## config.mk

```make
export PLATFORM = sky130hd
export DESIGN_NAME = cart_mem_arbiter
export DESIGN_NICKNAME = d
export VERILOG_FILES = /design/src/rtl/cart_arb_pkg.sv /design/src/rtl/cart_arb_slot.sv /design/src/rtl/cart_mem_arbiter.sv
export SDC_FILE = /design/constraint.sdc
export NUM_CORES = 1
export LEC_CHECK = 0
export CAP_MARGIN = 20
export CORE_MARGIN = 5
export CORE_UTILIZATION = 45
export DETAILED_ROUTE_END_ITERATION = 12
export DONT_BUFFER_PORTS = 1
export SYNTH_ARGS = -nofsm -noshare
export SYNTH_HDL_FRONTEND = slang
export SYNTH_HIERARCHICAL = 1
export SYNTH_SLANG_ARGS = --single-unit
```

## constraint.sdc

```tcl
create_clock -name clk -period 4 [get_ports clk]
set_input_delay 0.4 -clock clk [delete_from_list [all_inputs] [get_ports clk]]
set_output_delay 0.4 -clock clk [all_outputs]
set_load 0.01 [all_outputs]
```

## src/rtl/cart_arb_pkg.sv

```systemverilog
// Shared types for the cartridge memory arbiter: FSM states, requester ids
// and the per-side pending-slot payload.
package cart_arb_pkg;

  localparam int unsigned DEF_ADDR_W = 22;
  localparam int unsigned DATA_W     = 8;

  typedef enum logic {
    IDLE,
    BUSY
  } arb_state_e;

  typedef enum logic {
    REQ_CPU,
    REQ_PPU
  } req_id_e;

  typedef struct packed {
    logic                  valid;
    logic                  write;
    logic [DEF_ADDR_W-1:0] addr;
    logic [DATA_W-1:0]     wdata;
  } slot_t;

  // Saturating byte increment used by the wait-time statistics.
  function automatic logic [7:0] sat_inc8(input logic [7:0] v);
    return (v == 8'hFF) ? v : v + 8'd1;
  endfunction

endpackage

```

## src/rtl/cart_arb_slot.sv

```systemverilog
// One requester's pending slot: captures an allowed request when empty (or
// being emptied on this edge) and returns read data plus a done pulse.
module cart_arb_slot
  import cart_arb_pkg::*;
(
  input  logic                  clk,
  input  logic                  reset,
  input  logic                  req_i,
  input  logic                  allow_i,
  input  logic                  write_i,
  input  logic [DEF_ADDR_W-1:0] addr_i,
  input  logic [DATA_W-1:0]     wdata_i,
  input  logic                  complete_i,
  input  logic [DATA_W-1:0]     rdata_i,
  output slot_t                 slot_o,
  output logic [DATA_W-1:0]     rdata_o,
  output logic                  done_o
);

  slot_t             slot_q;
  slot_t             slot_d;
  logic [DATA_W-1:0] rdata_q;
  logic              done_q;

  // Completion frees the slot before a same-edge request is considered.
  always_comb begin
    slot_d = slot_q;
    if (complete_i) begin
      slot_d.valid = 1'b0;
    end
    if (req_i && allow_i && !slot_d.valid) begin
      slot_d.valid = 1'b1;
      slot_d.write = write_i;
      slot_d.addr  = addr_i;
      slot_d.wdata = wdata_i;
    end
  end

  always_ff @(posedge clk) begin
    if (reset) begin
      slot_q  <= '0;
      rdata_q <= '0;
      done_q  <= 1'b0;
    end else begin
      slot_q <= slot_d;
      done_q <= complete_i;
      if (complete_i && !slot_q.write) begin
        rdata_q <= rdata_i;
      end
    end
  end

  assign slot_o  = slot_q;
  assign rdata_o = rdata_q;
  assign done_o  = done_q;

endmodule

```

## src/rtl/cart_mem_arbiter.sv

```systemverilog
// Arbitrates mapper-translated CPU (PRG) and PPU (CHR) accesses onto one
// single-port memory request/ack interface. Define CART_ARB_STATS_EN for stats.
module cart_mem_arbiter
  import cart_arb_pkg::*;
#(
  parameter int unsigned ADDR_W         = DEF_ADDR_W,
  parameter int unsigned PPU_STREAK_MAX = 3
) (
  input  logic              clk,
  input  logic              reset,
  input  logic              cpu_req,
  input  logic [ADDR_W-1:0] cpu_addr,
  input  logic              cpu_write,
  input  logic [7:0]        cpu_wdata,
  input  logic              cpu_allow,
  output logic [7:0]        cpu_rdata,
  output logic              cpu_done,
  input  logic              ppu_req,
  input  logic [ADDR_W-1:0] ppu_addr,
  input  logic              ppu_write,
  input  logic [7:0]        ppu_wdata,
  input  logic              ppu_allow,
  output logic [7:0]        ppu_rdata,
  output logic              ppu_done,
  output logic [ADDR_W-1:0] mem_addr,
  output logic              mem_rd,
  output logic              mem_wr,
  output logic [7:0]        mem_wdata,
  input  logic [7:0]        mem_rdata,
`ifdef CART_ARB_STATS_EN
  output logic [15:0]       stat_cpu_cnt,
  output logic [15:0]       stat_ppu_cnt,
  output logic [7:0]        stat_stall_max,
`endif
  input  logic              mem_ack
);

  localparam int unsigned STREAK_W = $clog2(PPU_STREAK_MAX + 2);

  arb_state_e          state_q;
  req_id_e             win_q;
  logic [STREAK_W-1:0] streak_q;
  logic [ADDR_W-1:0]   mem_addr_q;
  logic                mem_rd_q;
  logic                mem_wr_q;
  logic [DATA_W-1:0]   mem_wdata_q;

  slot_t cpu_slot;
  slot_t ppu_slot;
  slot_t sel_slot;
  logic  cpu_sel;
  logic  complete;
  logic  cpu_complete;
  logic  ppu_complete;

  assign complete     = (state_q == BUSY) && mem_ack;
  assign cpu_complete = complete && (win_q == REQ_CPU);
  assign ppu_complete = complete && (win_q == REQ_PPU);

  // PPU wins unless the CPU has been passed over PPU_STREAK_MAX times.
  assign cpu_sel  = cpu_slot.valid &&
                    (!ppu_slot.valid || (streak_q == STREAK_W'(PPU_STREAK_MAX)));
  assign sel_slot = cpu_sel ? cpu_slot : ppu_slot;

  cart_arb_slot u_cpu_slot (
    .clk        (clk),
    .reset      (reset),
    .req_i      (cpu_req),
    .allow_i    (cpu_allow),
    .write_i    (cpu_write),
    .addr_i     (DEF_ADDR_W'(cpu_addr)),
    .wdata_i    (cpu_wdata),
    .complete_i (cpu_complete),
    .rdata_i    (mem_rdata),
    .slot_o     (cpu_slot),
    .rdata_o    (cpu_rdata),
    .done_o     (cpu_done)
  );

  cart_arb_slot u_ppu_slot (
    .clk        (clk),
    .reset      (reset),
    .req_i      (ppu_req),
    .allow_i    (ppu_allow),
    .write_i    (ppu_write),
    .addr_i     (DEF_ADDR_W'(ppu_addr)),
    .wdata_i    (ppu_wdata),
    .complete_i (ppu_complete),
    .rdata_i    (mem_rdata),
    .slot_o     (ppu_slot),
    .rdata_o    (ppu_rdata),
    .done_o     (ppu_done)
  );

  always_ff @(posedge clk) begin
    if (reset) begin
      state_q     <= IDLE;
      win_q       <= REQ_CPU;
      streak_q    <= '0;
      mem_addr_q  <= '0;
      mem_rd_q    <= 1'b0;
      mem_wr_q    <= 1'b0;
      mem_wdata_q <= '0;
    end else begin
      case (state_q)
        IDLE: begin
          if (cpu_slot.valid || ppu_slot.valid) begin
            state_q     <= BUSY;
            win_q       <= cpu_sel ? REQ_CPU : REQ_PPU;
            mem_addr_q  <= ADDR_W'(sel_slot.addr);
            mem_rd_q    <= !sel_slot.write;
            mem_wr_q    <= sel_slot.write;
            mem_wdata_q <= sel_slot.wdata;
            if (cpu_sel) begin
              streak_q <= '0;
            end else if (cpu_slot.valid) begin
              streak_q <= streak_q + STREAK_W'(1);
            end
          end
        end
        BUSY: begin
          if (mem_ack) begin
            state_q  <= IDLE;
            mem_rd_q <= 1'b0;
            mem_wr_q <= 1'b0;
          end
        end
      endcase
    end
  end

  assign mem_addr  = mem_addr_q;
  assign mem_rd    = mem_rd_q;
  assign mem_wr    = mem_wr_q;
  assign mem_wdata = mem_wdata_q;

`ifdef CART_ARB_STATS_EN
  logic [15:0] stat_cpu_cnt_q;
  logic [15:0] stat_ppu_cnt_q;
  logic [7:0]  stall_max_q;
  logic [7:0]  cpu_wait_q;
  logic [7:0]  ppu_wait_q;
  logic        grant;
  logic        cpu_waiting;
  logic        ppu_waiting;
  logic [7:0]  sel_wait;

  assign grant       = (state_q == IDLE) && (cpu_slot.valid || ppu_slot.valid);
  assign cpu_waiting = cpu_slot.valid && !((state_q == BUSY) && (win_q == REQ_CPU)) &&
                       !(grant && cpu_sel);
  assign ppu_waiting = ppu_slot.valid && !((state_q == BUSY) && (win_q == REQ_PPU)) &&
                       !(grant && !cpu_sel);
  assign sel_wait    = cpu_sel ? cpu_wait_q : ppu_wait_q;

  // Wait counters freeze while their request is in service.
  always_ff @(posedge clk) begin
    if (reset) begin
      stat_cpu_cnt_q <= '0;
      stat_ppu_cnt_q <= '0;
      stall_max_q    <= '0;
      cpu_wait_q     <= '0;
      ppu_wait_q     <= '0;
    end else begin
      if (cpu_complete) stat_cpu_cnt_q <= stat_cpu_cnt_q + 16'd1;
      if (ppu_complete) stat_ppu_cnt_q <= stat_ppu_cnt_q + 16'd1;
      if (grant && (sel_wait > stall_max_q)) stall_max_q <= sel_wait;
      if (!cpu_slot.valid || cpu_complete) cpu_wait_q <= '0;
      else if (cpu_waiting)                cpu_wait_q <= sat_inc8(cpu_wait_q);
      if (!ppu_slot.valid || ppu_complete) ppu_wait_q <= '0;
      else if (ppu_waiting)                ppu_wait_q <= sat_inc8(ppu_wait_q);
    end
  end

  assign stat_cpu_cnt   = stat_cpu_cnt_q;
  assign stat_ppu_cnt   = stat_ppu_cnt_q;
  assign stat_stall_max = stall_max_q;
`endif

endmodule

```

==> results of run 1 <==
-- per-layer routing --
metal	GRT usage (%)	wire length [um]	part of all wire, %
met1	18.0	4790	39
met2	30.3	6340	51
met3	8.25	1020	8.3
met4	6.23	167	1.4
met5	0	0	0
-- cell type report --
cell class | count | area share, %
repair buffers | 5 | 1.10
well taps | 147 | 3.10
clock buffers | 17 | 7.17
flip-flops and latches | 119 | 40.1
inverters | 5 | 0.316
clock inverters | 15 | 2.45
multi-input cells | 382 | 45.7
-- flip-flops by register name, summed over array words and instances, names as in the netlist --
signal,cells
mem_rd,1
u_ppu_slot/slot_o,32
win_q,1
u_cpu_slot/rdata_o,8
u_ppu_slot/rdata_o,8
u_ppu_slot/done_o,1
mem_addr,22
state_q,1
u_cpu_slot/done_o,1
mem_wr,1
mem_wdata,8
streak_q,3
u_cpu_slot/slot_o,32
-- stage by stage --
| stage | total power, mW | util [%] | worst slack, ps | cells | hold slack, ps |
|---|---|---|---|---|---|
| final | 3.05 | 49.6 | 1800 | 690 | 90.0 |
| after global routing | 3.18 | 49.6 | 1630 | 690 | 79.6 |
| after CTS | 3.08 | 49.5 | 1700 | 689 | 37.6 |
| after detailed placement | 1.63 | 44.7 | 1720 | 657 | 445 |
| after global placement | 1.62 | 44.5 | 1830 | 656 | 436 |
| after floorplan | 1.62 | - | 2540 | 556 | 432 |
-- cell usage in the layout (no fill, tap or decap), types with 2 or more instances in the layout --
cell type / synthesis / layout
ha_1: 2 / 2
a311oi_2: 23 / 23
a21oi_4: 2 / 2
buf_4: 4 / 3
clkinv_4: 0 / 6
nand2_1: 10 / 10
nand2b_1: 126 / 126
mux2i_1: 78 / 78
a211oi_1: 2 / 2
a21oi_1: 6 / 6
nor2_1: 51 / 51
or3_1: 2 / 2
inv_1: 5 / 5
clkinvlp_4: 0 / 3
clkbuf_16: 0 / 17
o21ai_0: 30 / 30
nand3_1: 30 / 30
inv_6: 0 / 4
dfxtp_1: 119 / 119
nor2b_1: 3 / 3
a311oi_1: 8 / 8
-- power breakdown --
group          switching (mW)  leakage [nW]  internal [mW]
clock                   0.573         0.271          0.864
sequential             0.0786         0.973           1.26
combinational           0.145         0.757          0.121
-- final timing paths --
check	from	to	slack, ps	depth (start not counted)
max	streak_q[0]	mem_addr[14]	1800	5
min reg2reg	streak_q[1]	streak_q[1]	460	2
max reg2reg	streak_q[0]	mem_addr[14]	1800	5
min	reset	u_ppu_slot/done_o	90	1
-- worst max-delay path, stage by stage (launching register included) --
cell and delay (ps):
dfxtp_1 320, ha_1 200, ha_1 190, and2b_1 780, o21ai_0 320, a311oi_2 300
-- kinds of logic (layout without fill, tap and decap cells) --
kind of cell	count (synthesis)	count (layout)
AOI/OAI and AO/OA	75	75
DFF	119	119
buffers and inverters	55	42
and+or+nand+nor	227	227
muxes	78	78
adders and majority gates	2	2
==> run_results.csv, run 1 <==
group,metric,value,unit
run_status,status,"finished, final reports clean",
cells_and_area,area_delta_synth_final,8.76,%
synthesis,synth_xor_area_share,0,%
synthesis,synth.most_common_cell,"nand2b_1",
synthesis,synth_nets,635,
clock_network,cts_resized,0,
cells_and_area,fillers,1129,
cells_and_area,regArea,2380,um^2
critical_path,endpoint_kind,"register",
synthesis,synth_cell_types,31,
cells_and_area,antenna_cells,0,
clock_network,worstSkewPairLatency,410,ps
power,max-vdd-ir-drop,0.315,mV
synthesis,synth_top_cell_area_share,43.6,%
clock_network,cts_tree,"built",
sta,rsz0062_at_grt,"no",
worst_hold_path,hp-class,"primary input to register",
route,wl,12300,um
synthesis,synth_top_area_cell,"dfxtp_1",
place,placedInstanceArea,5350,um^2
synthesis,yosysWarningCount,6,
critical_path,start_kind,"register",
floorplan,die_area,14400,um^2
sta,final_max_slew_viol_count,0,
cells_and_area,drive_above_1_share,11.6,%
route,post-route-drc-count,0,
clock_network,clock-sinks,119,
synthesis,synthArstFlopShare,0,%
floorplan,core,12000,um^2
clock_network,clock_path_buffers,2,
synthesis,synthAdderAreaFrac,0.459,%
sta,setup_tns,0,ps
sta,hold_violations,0,
synthesis,yosysSeqAreaShare,43.6,%
sta,fin_crit,2200,ps
clock_network,cts_max_level,4,
global_routing,grt_pass1_vias,3819,
floorplan,initial_utilization,45.6,%
critical_path,required,4320,ps
clock_network,clk_pin_slew,60,ps
global_routing,gr-total-overflow,0,
global_routing,grt_pass1_wl,19400,um
critical_path,worstPathArrival,2520,ps
sta,slew_headroom,33.9,%
sta,worst_pin_slew,990,ps
synthesis,synth_area,5460,um^2
clock_network,root_buffer,"clkbuf_16",
cells_and_area,final_area,5940,um^2
floorplan,die_h,120,um
route,viasPerCell,5.39,
synthesis,synth_edf_count,0,
floorplan,num_rows,40,
sta,skew,6.85,ps
clock_network,cts_inserted_buffers,17,
synthesis,synthTopCellsByArea,"dfxtp_1 44%, nand2b_1 14%, mux2i_1 14%",
power,p_leak,2.00,nW
clock_network,hold_buffers,0,
run,drv_cap,0,
place,hpwl,8560,um
floorplan,io_pins,127,
clock_network,cts_setup_buffers,0,
cells_and_area,fin_nets,609,
route,vias,3717,
place,gp_congestion,0.814,
floorplan,dieWidth,120,um
synthesis,synthTopCellsByCount,"126 x nand2b_1, 119 x dfxtp_1, 78 x mux2i_1, 51 x nor2_1",
sta,finalCritPeriodShare,55.0,%
sta,fmax,454,MHz
synthesis,synth_seq_cells,119,
route,wl_per_cell,17.9,um
cells_and_area,multiInputGateArea,2720,um^2
route,drtPass1Iterations,4,
critical_path,worstSetupPathType,"register to register",
route,ant_nets,0,
synthesis,synthMuxAreaShare,14.3,%
global_routing,track_usage,17.3,%
synthesis,synth_top_family_by_area,"simple AND/OR/NAND/NOR gates",
synthesis,synth_compound_area_share,12.4,%
synthesis,syn_inst,556,
critical_path,crit_fanout,32,
power,power_density,513,nW/um^2
sta,setup_violations,0,
global_routing,antenna_found_initial,0,
place,io_buffers,0,
synthesis,synth_ff_type,"dfxtp_1",
synthesis,synth_area_per_cell,9.82,um^2
route,drt_first_iter_violations,188,
synthesis,yosys.area_share.simple,22.5,%
global_routing,grt_max_degree,183,
Note: power is estimated with default switching activity, not from simulation.
==> inputs of run 2 (changes only) <==
==> constraint.sdc (replaced) <==
create_clock -name clk -period 2 [get_ports clk]
set_input_delay 0.2 -clock clk [delete_from_list [all_inputs] [get_ports clk]]
set_output_delay 0.2 -clock clk [all_outputs]
set_load 0.01 [all_outputs]
==> run_results.csv, run 2 (synthesis gave the netlist of run 1 again) <==
group,metric,value,unit
critical_path,worstPathArrival,2200,ps
power,power_density,892,nW/um^2
sta,slew_headroom,44.2,%
power,max-vdd-ir-drop,0.530,mV
clock_network,cts_max_level,4,
worst_hold_path,hp-class,"primary input to register",
sta,fmax,524,MHz
cells_and_area,fin_nets,750,
global_routing,grt_util_met2,38.1,%
clock_network,cts_setup_buffers,0,
run_status,violations,"hold timing",
floorplan,die_h,120,um
global_routing,grt.busiest_layer,"met2",
run,drv_cap,0,
cells_and_area,fillers,987,
sta,final_max_slew_viol_count,0,
cells_and_area,final_cell_mix,"136 x dlygate4sd3_1, 126 x nand2b_1, 118 x dfxtp_1",
cells_and_area,final_util,61.9,%
route,post-route-drc-count,0,
worst_hold_path,min-delay-start,"ppu_wdata[7]",
critical_path,reg2reg_from,"state_q",
route,viasPerCell,5.32,
power,power_switching_share,24.3,%
power,power_switching,1.60,mW
critical_path,required,2300,ps
power,total_power,6.60,mW
route,wl_per_cell,17.8,um
critical_path,worstSetupStartpoint,"state_q",
sta,hold_violations,1,
critical_path,crit_fanout,9,
global_routing,grt_pass1_vias,4637,
cells_and_area,antenna_cells,0,
floorplan,dieWidth,120,um
power,p_int,5.00,mW
sta,worst_pin_slew,837,ps
critical_path,worstSetupPathType,"register to register",
global_routing,gr-total-overflow,0,
cells_and_area,area_delta_synth_final,35.6,%
cells_and_area,final_area,7400,um^2
run_status,status,"complete, but fails checks",
sta,finalCritPeriodShare,95.4,%
clock_network,clock-sinks,119,
power,comb_power_share,11.9,%
cells_and_area,layout_commonest_cell,"dlygate4sd3_1",
route,vias,4415,
route,drtPass1Iterations,4,
sta,skew,6.44,ps
critical_path,crit_slowest_cell,"dlygate4sd3_1",
power,p_leak,2.55,nW
global_routing,use_met3,7.45,%
sta,fin_crit,1910,ps
critical_path,worstPathCellList,"and3_1 -> nor2b_1 -> buf_6 -> mux2i_1 -> nor2_1 -> dlygate4sd3_1",
clock_network,cts_inserted_buffers,17,
clock_network,cts_tree,"built",
floorplan,io_pins,127,
place,placedInstanceArea,5410,um^2
place,hpwl,8670,um
critical_path,endpoint_kind,"register",
floorplan,num_rows,40,
place,gp_congestion,0.847,
floorplan,initial_utilization,45.6,%
sta,whs,-5.12,ps
power,p_clk_share,47.2,%
sta,setup_tns,0,ps
floorplan,core,12000,um^2
place,io_buffers,0,
global_routing,antenna_found_initial,0,
route,drt_first_iter_violations,197,
clock_network,clk_pin_slew,50,ps
global_routing,met1_usage,21.2,%
clock_network,worstSkewPairLatency,410,ps
critical_path,start_kind,"register",
route,wl,14800,um
power,seq_power_share,40.8,%
global_routing,grt_pass1_wl,23400,um
clock_network,clock_path_buffers,2,
place,dp_cells,662,
floorplan,die_area,14400,um^2
global_routing,track_usage,20.8,%
global_routing,grt_max_degree,91,
route,ant_nets,0,
sta,setup_violations,0,
cells_and_area,drive_above_1_share,9.52,%
cells_and_area,final_cells,830,
clock_network,root_buffer,"clkbuf_16",
critical_path,cpPeakStageDelay,550,ps
==> run 2: stage by stage <==
step	hold WS, ps	setup WS (ps)
after floorplan	299	539
after global placement	279	361
after detailed placement	280	262
after CTS	0.453	11.6
after global routing	1.07	-18.1
final	-5.12	91.3
==> run 2: path summary, 6_finish.rpt <==
path / slack, ps / to / cells past startpoint
worst max-delay path: 90 / u_ppu_slot/rdata_o[0] / 6
worst min-delay path: -5 / u_ppu_slot/slot_o[7] / 2
worst max register to register: 90 / u_ppu_slot/rdata_o[0] / 6
worst min register to register: 470 / streak_q[2] / 2
==> run 2: power by group through the flow <==
stage,sequential [mW],combinational [mW],clock (mW)
after detailed placement,2.74,0.544,0
after floorplan,2.68,0.552,0
after global routing,2.71,0.857,3.27
after global placement,2.74,0.525,0
after CTS,2.69,0.781,3.15
final,2.69,0.787,3.12
==> run 2: area by class of cell <==
cell class | count | area [um^2] | area share, %
Multi-Input combinational cell | 382 | 2720 | 36.7
Sequential cell | 119 | 2380 | 32.2
Timing Repair Buffer | 146 | 1500 | 20.2
Clock buffer | 23 | 478 | 6.46
Tap cell | 147 | 184 | 2.49
Clock inverter | 8 | 121 | 1.64
Inverter | 5 | 18.8 | 0.254
==> run 2: repair_timing <==
action / in CTS / in global routing
hold buffers: 137 / 0
gates resized for setup: 0 / 2
endpoints found under the setup margin: 0 / 4
endpoints found under the hold margin: 119 / 0
==> run 2: metal layers <==
metal / up-vias / share of wire [%]
met5: - / 0
met4: 0 / 2.5
met3: 31 / 6.8
met2: 128 / 52
met1: 2125 / 39
li1: 2131 / -
==> run 2: critical path, delay by kind of cell (launching register included) <==
family,cells,cell delay (ps)
buffers and inverters,2,730
AND/OR/NAND/NOR,3,450
flip-flops,1,410
multiplexers,1,190
==> inputs of run 3 (changes only) <==
--- a/config.mk
+++ b/config.mk
@@ -5,6 +5,7 @@
 export SDC_FILE = /design/constraint.sdc
 export NUM_CORES = 1
 export LEC_CHECK = 0
+export ABC_AREA = 1
 export CAP_MARGIN = 20
 export CORE_MARGIN = 5
 export CORE_UTILIZATION = 45
==> run_results.csv, run 3 <==
group,metric,value,unit
route,post-route-drc-count,0,
route,drt_first_iter_violations,330,
cells_and_area,final_cell_mix,"162 x nor2_1, 134 x nand2_1, 124 x nand3_1",
synthesis,synth_seq_cells,119,
sta,setup_violations,0,
global_routing,grt_pass1_vias,4392,
clock_network,cts_resized,0,
cells_and_area,fillers,1201,
cells_and_area,layout_commonest_cell,"nor2_1",
sta,final_max_slew_viol_count,0,
clock_network,root_buffer,"clkbuf_16",
clock_network,clk_pin_slew,60,ps
run,drv_cap,0,
critical_path,crit_fanout,25,
place,gp_congestion,0.818,
synthesis,synth.most_common_cell,"nor2_1",
sta,skew,5.93,ps
critical_path,crit_slowest_cell,"dfxtp_1",
critical_path,cpPeakStageDelay,510,ps
place,io_buffers,0,
floorplan,die_area,14500,um^2
critical_path,worstPathArrival,2030,ps
route,wl_per_cell,14.4,um
clock_network,cts_setup_buffers,0,
worst_hold_path,min_to,"u_cpu_slot/slot_o[3]",
route,ant_nets,0,
critical_path,worstSetupPathType,"register to register",
floorplan,num_rows,40,
critical_path,worstSetupStartpoint,"state_q",
cells_and_area,fin_nets,872,
clock_network,clock_path_buffers,2,
worst_hold_path,hold_depth,4,
sta,setup_tns,0,ps
critical_path,start_kind,"register",
synthesis,synth_area_per_cell,6.85,um^2
critical_path,worstPathBufferInverterCount,2,
sta,setup_ws,279,ps
clock_network,cts_tree,"built",
sta,finalCritPeriodShare,86.1,%
floorplan,die_h,120,um
sta,worst_pin_slew,643,ps
global_routing,grt_max_degree,65,
critical_path,rr_endpoint,"u_ppu_slot/slot_o[10]",
clock_network,worstSkewPairLatency,420,ps
global_routing,gr-total-overflow,0,
cells_and_area,antenna_cells,0,
cells_and_area,drive_above_1_share,6.82,%
place,placedInstanceArea,5420,um^2
synthesis,synth_cell_types,22,
run_status,status,"finished, final reports clean",
global_routing,grt_pass1_wl,22100,um
critical_path,endpoint_kind,"register",
synthesis,synth_top_cell_area_share,43.4,%
sta,rsz0062_at_grt,"no",
route,wl,13800,um
floorplan,initial_utilization,45.9,%
power,total_power,6.95,mW
power,p_leak,2.99,nW
synthesis,synth_edf_count,0,
synthesis,synthArstFlopShare,0,%
place,dp_cells,908,
power,p_int,5.20,mW
critical_path,rr_worst_depth,8,
cells_and_area,area_delta_synth_final,13.4,%
synthesis,synthTopCellsByArea,"dfxtp_1 43%, nand3_1 11%, nor2_1 11%",
synthesis,yosysSeqAreaShare,43.4,%
synthesis,yosysWarningCount,6,
synthesis,synth_ff_type,"dfxtp_1",
clock_network,cts_max_level,4,
worst_hold_path,min-delay-start,"cpu_wdata[3]",
place,dp_slack,324,ps
place,hpwl,9350,um
synthesis,synth_top_area_cell,"dfxtp_1",
synthesis,syn_inst,802,
synthesis,synth_nets,881,
critical_path,crit_family,"simple AND/OR/NAND/NOR gates",
cells_and_area,final_area,6230,um^2
floorplan,core,12000,um^2
power,power_switching_share,25.1,%
global_routing,track_usage,19.1,%
power,max-vdd-ir-drop,0.522,mV
power,p_clk_share,49.7,%
global_routing,antenna_found_initial,0,
power,power_density,1120,nW/um^2
critical_path,reg2reg_from,"state_q",
sta,fin_crit,1720,ps
sta,slew_headroom,57.1,%
route,drtPass1Iterations,5,
sta,hold_violations,0,
critical_path,required,2300,ps
synthesis,synth_area,5490,um^2
power,seq_power_share,39.3,%
synthesis,synthTopCellsByCount,"162 x nor2_1, 134 x nand2_1, 124 x nand3_1, 119 x dfxtp_1, 106 x inv_1",
clock_network,cts_inserted_buffers,17,
floorplan,io_pins,127,
worst_hold_path,hp-class,"primary input to register",
floorplan,dieWidth,120,um
clock_network,clock-sinks,119,
power,comb_power_share,11.0,%
power,power_switching,1.74,mW
route,viasPerCell,5.03,
sta,fmax,581,MHz
critical_path,r2r_slack,280,ps
cells_and_area,final_cells,953,
route,vias,4790,
critical_path,worstPathCellList,"nand2_1 -> nor2_1 -> inv_2 -> nand2_4 -> buf_12 -> nand3_1 -> nand2_1 -> nor2_1",
## run 3: changes by cell type in the layout (fill, tap and decap cells not counted), moves of 62 or more
cell           delta
nor2_1          +111
nand2b_1        -126
nand3_1          +94
mux2i_1          -78
inv_1           +101
nand2_1         +124
dlygate4sd3_1   -124
a21oi_1          +62
## run 3: worst max path at each step
stage / to / slack, ps / cells after the start
5_1_grt: u_ppu_slot/slot_o[26] / 140 / 8
6_report: u_ppu_slot/slot_o[10] / 280 / 8
3_3_place_gp: u_ppu_slot/slot_o[0] / 340 / 8
4_1_cts: u_ppu_slot/slot_o[10] / 280 / 8
2_1_floorplan: mem_addr[21] / 670 / 10
3_5_place_dp: u_ppu_slot/slot_o[10] / 320 / 8
## run 3: worst reg2reg max path, cell delays in order (launching register included)
cell and delay [ps]:
dfxtp_1 510, nand2_1 140, nor2_1 180, inv_2 80
nand2_4 250, buf_12 200, nand3_1 90, nand2_1 100
nor2_1 60
## run 3: timing repair
| item | in CTS | in global routing |
|---|---|---|
| hold buffers | 13 | 0 |
| endpoints found under the hold margin | 57 | 0 |
| endpoints found under the setup margin | 0 | 0 |
## run 3: logic make-up (layout without fill, tap and decap cells)
family	Yosys count	after routing	synth area share, %
AO/OA/AOI/OAI	89	89	8.20
adder cells (fa/ha/maj)	2	2	0.456
buffers and inverters	164	168	14.9
flip-flops	119	119	43.4
AND/OR/NAND/NOR	428	428	33.0
## run 3: metal layers
| layer | track usage [%] | share of wire [%] | vias to the layer above |
|---|---|---|---|
| met3 | 6.17 | 7.0 | 17 |
| li1 | - | - | 2470 |
| met5 | 0 | 0 | - |
| met4 | 7.01 | 1.5 | 0 |
| met1 | 26.3 | 48 | 2135 |
| met2 | 28.1 | 43 | 168 |
## run 3: through the flow
step / utilization (%) / hold slack, ps
after CTS: 52.1 / 0.567
after floorplan: - / 269
final: 52.1 / 12.9
after detailed placement: 45.3 / 284
after global routing: 52.1 / 17.6
after global placement: 45.3 / 281
## run 3: layout make-up
class | instances | area (um^2) | share of cell area (%)
multi-input combinational | 519 | 2290 | 36.7
tap | 147 | 184 | 2.95
inverter | 112 | 420 | 6.75
clock inverter | 13 | 226 | 3.64
sequential | 119 | 2380 | 38.2
timing repair buffer | 24 | 285 | 4.58
clock buffer | 19 | 443 | 7.11
## run 3: power groups by stage
stage                     clock [mW]  combinational, mW  sequential [mW]
final                           3.45              0.767             2.73
after global routing            3.63              0.882             2.75
after CTS                       3.51              0.769             2.73
after detailed placement           0              0.728             2.78
after global placement             0              0.713             2.77
after floorplan                    0              0.657             2.73
